**src/rtl/wheel_display.sv**
```systemverilog
// ---------------------------------------------------------------------------
// wheel_display
//   Drives eight LEDs from the spinner wheel. While the wheel runs, the LED for
//   the current position is lit. When the wheel stops, the module latches the
//   stop position and compares it with the player's guess. It then blinks a
//   win pattern (all LEDs) or a loss pattern (the stop LED) for a fixed number
//   of half-periods, paced by the shared tick strobe, and then holds that
//   pattern steady. It also keeps a saturating count of wins.
//
// Parameters
//   BLINK_TICKS   tick strobes per blink half-period (>= 1)
//   BLINK_HALVES  half-periods blinked before the pattern holds (>= 1)
//
// Ports
//   clk_i           system clock
//   rst_i           asynchronous, active-high reset
//   tick_i          one-clock tick strobe, shared with the wheel
//   pos_i           wheel position
//   running_i       wheel running flag
//   guess_i         player's guess, sampled on the stop edge
//   score_clr_i     synchronous clear of score_o
//   led_o           LED drive, bit n = position n
//   result_valid_o  high while a latched result is shown
//   result_pos_o    latched stop position
//   win_o           latched stop position equals the guess
//   score_o         saturating win count
// ---------------------------------------------------------------------------
module wheel_display #(
  parameter int BLINK_TICKS  = 4,
  parameter int BLINK_HALVES = 6
) (
  input  logic       clk_i,
  input  logic       rst_i,
  input  logic       tick_i,
  input  logic [2:0] pos_i,
  input  logic       running_i,
  input  logic [2:0] guess_i,
  input  logic       score_clr_i,
  output logic [7:0] led_o,
  output logic       result_valid_o,
  output logic [2:0] result_pos_o,
  output logic       win_o,
  output logic [7:0] score_o
);

  localparam int TW = (BLINK_TICKS  > 1) ? $clog2(BLINK_TICKS)  : 1;
  localparam int HW = (BLINK_HALVES > 1) ? $clog2(BLINK_HALVES) : 1;
  localparam logic [TW-1:0] TICK_LAST = TW'(BLINK_TICKS - 1);
  localparam logic [HW-1:0] HALF_LAST = HW'(BLINK_HALVES - 1);

  typedef enum logic [1:0] {
    ST_IDLE = 2'd0,
    ST_SPIN = 2'd1,
    ST_SHOW = 2'd2,
    ST_HOLD = 2'd3
  } state_t;

  state_t        state_q, state_d;
  logic          running_q;
  logic [TW-1:0] tick_cnt_q, tick_cnt_d;
  logic [HW-1:0] half_cnt_q, half_cnt_d;
  logic          phase_q, phase_d;
  logic [7:0]    led_q, led_d;
  logic          valid_q, valid_d;
  logic [2:0]    result_pos_q, result_pos_d;
  logic          win_q, win_d;
  logic [7:0]    score_q, score_d;
  logic [7:0]    pattern_d;
  logic          rise, fall, hit;

  assign rise = running_i & ~running_q;
  assign fall = ~running_i & running_q;
  assign hit  = (pos_i == guess_i);

  always_comb begin
    state_d      = state_q;
    tick_cnt_d   = tick_cnt_q;
    half_cnt_d   = half_cnt_q;
    phase_d      = phase_q;
    valid_d      = valid_q;
    result_pos_d = result_pos_q;
    win_d        = win_q;
    score_d      = score_q;

    case (state_q)
      ST_IDLE: begin
        if (rise) state_d = ST_SPIN;
      end
      ST_SPIN: begin
        if (fall) begin
          state_d      = ST_SHOW;
          result_pos_d = pos_i;
          win_d        = hit;
          valid_d      = 1'b1;
          if (hit && (score_q != 8'hFF)) score_d = score_q + 8'd1;
          // Counting restarts here; a tick on this same edge is ignored.
          tick_cnt_d   = '0;
          half_cnt_d   = '0;
          phase_d      = 1'b1;
        end
      end
      ST_SHOW: begin
        if (rise) begin
          state_d = ST_SPIN;
          valid_d = 1'b0;
          win_d   = 1'b0;
        end else if (tick_i) begin
          if (tick_cnt_q == TICK_LAST) begin
            tick_cnt_d = '0;
            phase_d    = ~phase_q;
            half_cnt_d = half_cnt_q + 1'b1;
            // Last half-period finished: settle on the lit pattern.
            if (half_cnt_q == HALF_LAST) begin
              state_d = ST_HOLD;
              phase_d = 1'b1;
            end
          end else begin
            tick_cnt_d = tick_cnt_q + 1'b1;
          end
        end
      end
      ST_HOLD: begin
        if (rise) begin
          state_d = ST_SPIN;
          valid_d = 1'b0;
          win_d   = 1'b0;
        end
      end
      default: state_d = ST_IDLE;
    endcase

    // Clear beats a coincident winning stop.
    if (score_clr_i) score_d = 8'd0;

    // LED drive is registered and derived from the next state so that the
    // shown pattern changes on exactly the edge the state does.
    pattern_d = win_d ? 8'hFF : (8'd1 << result_pos_d);
    case (state_d)
      ST_SPIN: led_d = 8'd1 << pos_i;
      ST_SHOW: led_d = phase_d ? pattern_d : 8'd0;
      ST_HOLD: led_d = pattern_d;
      default: led_d = 8'd0;
    endcase
  end

  always_ff @(posedge clk_i or posedge rst_i) begin
    if (rst_i) begin
      state_q      <= ST_IDLE;
      running_q    <= 1'b0;
      tick_cnt_q   <= '0;
      half_cnt_q   <= '0;
      phase_q      <= 1'b0;
      led_q        <= 8'd0;
      valid_q      <= 1'b0;
      result_pos_q <= 3'd0;
      win_q        <= 1'b0;
      score_q      <= 8'd0;
    end else begin
      state_q      <= state_d;
      running_q    <= running_i;
      tick_cnt_q   <= tick_cnt_d;
      half_cnt_q   <= half_cnt_d;
      phase_q      <= phase_d;
      led_q        <= led_d;
      valid_q      <= valid_d;
      result_pos_q <= result_pos_d;
      win_q        <= win_d;
      score_q      <= score_d;
    end
  end

  assign led_o          = led_q;
  assign result_valid_o = valid_q;
  assign result_pos_o   = result_pos_q;
  assign win_o          = win_q;
  assign score_o        = score_q;

endmodule

```
**config.mk**
```make
export PLATFORM = sky130hd
export DESIGN_NAME = wheel_display
export DESIGN_NICKNAME = d
export VERILOG_FILES = /design/src/rtl/wheel_display.sv
export SDC_FILE = /design/constraint.sdc
export NUM_CORES = 1
export LEC_CHECK = 0
export ABC_CLOCK_PERIOD_IN_PS = 6500
export BUFFER_PORTS_ARGS = -buffer_cell sky130_fd_sc_hd__buf_4
export CORE_UTILIZATION = 50
export DETAILED_ROUTE_END_ITERATION = 12
export GPL_ROUTABILITY_DRIVEN = 0
export PLACE_DENSITY = 0.78
export SYNTH_ARGS = -nofsm -noshare
export SYNTH_HDL_FRONTEND = slang
export SYNTH_SLANG_ARGS = --single-unit
```
**constraint.sdc**
```tcl
create_clock -name clk_i -period 6.5 [get_ports clk_i]
set_input_delay 1.3 -clock clk_i [delete_from_list [all_inputs] [get_ports clk_i]]
set_output_delay 1.3 -clock clk_i [all_outputs]
set_load 0.05 [all_outputs]
```
==> impl_metrics.ini <==
[timing]
tightest_slew_ns = 0.7517
slew_headroom_pct = 49.65
final_hold_viol_count = 0
final.setup.tns_ns = 0
maxClockFrequency_ghz = 0.3199
setup_viol_count_final = 0
final.min_clock_period_ns = 3.126
slew_violations = 0
rsz_0062_raised_after_global_routing = false
worst_clock_skew_ns = 0.009255
holdWs_ns = 0.4972
min_period_over_period_pct = 48.08

[global_routing]
grt_remaining_overflow = 0
grt.total_usage_pct = 21.55
grt_max_degree = 31
first_global_vias = 1278
wire_length_of_the_first_global_routing_pass_mm = 5.858
grt_antenna_before_repair = 0

[synth]
synth_async_sr_flop_share_pct = 100.0
synth_cell_types = 46
synth_cells = 191
number_of_synthesized_register_bits = 30
netlist.top_cell.by_area = sky130_fd_sc_hd__dfrtp_1
synth_top_area_share_pct = 41.58
synth_enable_flop_cells = 0
yosysWarnings = 0
netlist_top_cells_area = sky130_fd_sc_hd__dfrtp_1 (42%), sky130_fd_sc_hd__ha_1 (5.5%), sky130_fd_sc_hd__xnor2_1 (3.4%), sky130_fd_sc_hd__nor2_1 (3.1%), sky130_fd_sc_hd__nand2_1 (2.7%)
syn_nets = 210
syn_area_sq_um = 1805
synth_area_per_cell_sq_um = 9.453
synth_ff_type = sky130_fd_sc_hd__dfrtp_1
portion_of_the_post_synthesis_area_used_by_sequential_elements_pct = 41.58

[setup_path]
cp.arrival_ns = 3.38
max_stage_delay_ns = 0.83
path_cells = buf_4 -> nand3b_2 -> or4_1 -> nor2_2 -> nor3_1 -> o22ai_1
timing.critical_path.max_delay_family = simple AND/OR/NAND/NOR gates
critical_path_endpoint_category = register
timing.critical_path.from_type = primary input
criticalPathCategory = primary input to register
critPathSlowestCell = sky130_fd_sc_hd__or4_1
peak_fanout_along_the_critical_path = 23
cp_num_buf_inv = 1
worstPathRequired_ns = 6.76

[drt]
first_pass_iters = 4
detail_route.wirelength_mm = 3.733
detail-route-antenna-nets = 0
vias_per_cell = 5.659
drc = 0
dr.first_iter.drc_count = 68
via_total_after_detailed_routing = 1511
wire_length_per_cell_after_detailed_routing_um = 13.98

[clock_network]
cts.clk_slew.worst_paths_ns = 0.09
numClockSinks = 30
cts.root.buffer_cell = sky130_fd_sc_hd__clkbuf_4
cts-htree-levels = 2
clock_tree.buffer_depth = 2
insertion_delay_ns = 0.35
cts_setup_buffers = 0
cts_hold_bufs = 0
cts_tree = built
cts_buffers = 5
cts-resized-gates = 0

[place]
dp_hpwl_mm = 2.589
buffer_ports.inserted = 31

[finish]
flow.area_growth_from_synthesis_pct = 17.60
n_antenna_cell = 0
num-nets-final = 239
post_route_cells_drive_above_1_share_pct = 21.72

[power]
ir_worst_vdd_uv = 223.4
total_leakage_power_nw = 0.9213
p_per_cell_area_nw_per_um2 = 351.9

[die]
fp.dieW_um = 62.09
die_outline_area_sq_um = 3855
initial_core_util_pct = 53.27
vertical_extent_of_the_die_um = 62.09
core_area_sq_um = 3390
std_cell_rows = 21
ios = 32

[worst_hold_path]
hold_path_class = register to register

[run_status]
run_status = complete, no violations

[flow_run]
cap_violations = 0
[through the flow]
| step | power [mW] | instance area (sq um) | setup slack, ns | instances | utilization, % |
|---|---|---|---|---|---|
| floorplan | 0.5436 | 1805 | 3.634 | 191 | - |
| global placement | 0.6247 | 2063 | 3.065 | 259 | 60.87 |
| detailed placement | 0.6311 | 2063 | 3.015 | 259 | 60.87 |
| CTS | 0.7497 | 2123 | 3.382 | 267 | 62.64 |
| global route | 0.7986 | 2123 | 3.211 | 267 | 62.64 |
| finish | 0.7471 | 2123 | 3.374 | 267 | 62.64 |
[worst reg2reg max path, delay by kind of cell, from the launching register on]
kind | cells | cell delay, ns
fa+ha+maj | 1 | 0.31
buf+inv | 1 | 0.12
simple gates | 4 | 1.71
compound gates | 1 | 0.16
flops | 1 | 0.48
[synth_stat cells (2+ instances only)]
cell / n
sky130_fd_sc_hd__ha_1: 8
sky130_fd_sc_hd__dfrtp_1: 30
sky130_fd_sc_hd__inv_1: 7
sky130_fd_sc_hd__buf_2: 2
sky130_fd_sc_hd__nor2_1: 15
sky130_fd_sc_hd__a31oi_1: 3
sky130_fd_sc_hd__nand3b_1: 3
sky130_fd_sc_hd__nor4_2: 3
sky130_fd_sc_hd__or4_1: 2
sky130_fd_sc_hd__nand4b_1: 3
sky130_fd_sc_hd__nor3_1: 9
sky130_fd_sc_hd__clkbuf_1: 5
sky130_fd_sc_hd__nor3b_1: 3
sky130_fd_sc_hd__nand3_1: 9
sky130_fd_sc_hd__o32ai_1: 4
sky130_fd_sc_hd__o21ai_0: 8
sky130_fd_sc_hd__or2_1: 2
sky130_fd_sc_hd__xor2_1: 3
sky130_fd_sc_hd__nand2_1: 13
sky130_fd_sc_hd__o21ai_1: 5
sky130_fd_sc_hd__o22ai_1: 5
sky130_fd_sc_hd__xnor2_1: 7
sky130_fd_sc_hd__buf_1: 3
sky130_fd_sc_hd__nor2b_1: 3
sky130_fd_sc_hd__nand4_1: 3
sky130_fd_sc_hd__nand2b_1: 5
sky130_fd_sc_hd__o31ai_1: 5
sky130_fd_sc_hd__a21oi_1: 2
sky130_fd_sc_hd__mux2_1: 4
[cell families (layout without fill, tap and decap cells)]
family | after synthesis | count (layout) | synth area share (%)
muxes | 5 | 5 | 3.049
DFF | 30 | 30 | 41.58
and+or+nand+nor | 81 | 81 | 26.27
adders and majority gates | 9 | 9 | 6.099
xor gates and xnor gates | 10 | 10 | 4.851
AOI/OAI and AO/OA | 39 | 39 | 14.48
buffers and inverters | 17 | 47 | 3.673
[path summary, 6_finish.rpt]
path                               start       endpoint  slack, ns  depth (start not counted)
max                            running_i       led_o[6]       3.37                          6
min                        tick_cnt_q[1]  tick_cnt_q[1]       0.50                          2
max reg2reg                   state_q[1]       led_o[6]       3.63                          7
min reg2reg                tick_cnt_q[1]  tick_cnt_q[1]       0.50                          2
max in group asynchronous          rst_i       led_o[2]       5.20                          3
min in group asynchronous          rst_i       led_o[5]       1.02                          3
[per-layer routing]
| layer | share of wire [%] | wire length (um) | global-route usage, % |
|---|---|---|---|
| met5 | 0 | 0 | 0 |
| met4 | 1.4 | 51 | 6.667 |
| met1 | 48 | 1798 | 27.81 |
| met3 | 4.2 | 157 | 7.453 |
| met2 | 46 | 1726 | 34.04 |
[final cells by class]
cell class | instances | area, sq um
Timing Repair Buffer | 32 | 240.2
Sequential cell | 30 | 750.7
Inverter | 7 | 26.28
Fill cell | 287 | 1266
Clock inverter | 1 | 5.005
Tap cell | 46 | 57.56
Clock buffer | 7 | 55.05
Multi-Input combinational cell | 144 | 988.4
[registers in the layout (all words and copies together), names as in the netlist]
name            cells
result_valid_o      1
running_q           1
phase_q             1
win_o               1
state_q             2
score_o             8
tick_cnt_q          2
half_cnt_q          3
led_o               8
result_pos_o        3
[cell usage in the layout (no fill, tap or decap), types with 5 or more instances in the layout]
| master | n |
|---|---|
| sky130_fd_sc_hd__inv_1 | 7 |
| sky130_fd_sc_hd__dfrtp_1 | 30 |
| sky130_fd_sc_hd__nand2b_1 | 5 |
| sky130_fd_sc_hd__o21ai_0 | 8 |
| sky130_fd_sc_hd__o31ai_1 | 5 |
| sky130_fd_sc_hd__xnor2_1 | 7 |
| sky130_fd_sc_hd__nand2_1 | 13 |
| sky130_fd_sc_hd__ha_1 | 8 |
| sky130_fd_sc_hd__clkbuf_4 | 5 |
| sky130_fd_sc_hd__o21ai_1 | 5 |
| sky130_fd_sc_hd__nor2_1 | 15 |
| sky130_fd_sc_hd__o22ai_1 | 5 |
| sky130_fd_sc_hd__buf_4 | 32 |
| sky130_fd_sc_hd__nor3_1 | 9 |
| sky130_fd_sc_hd__nand3_1 | 9 |
[power by group]
part	total, mW	switching [mW]	leakage, nW	internal, mW
combinational	0.359	0.228	0.484	0.132
sequential	0.269	0.0455	0.402	0.224
clock	0.118	0.0660	0.0353	0.0523
total	0.747	0.339	0.921	0.408
No activity file was read; power rests on OpenSTA's default activity.
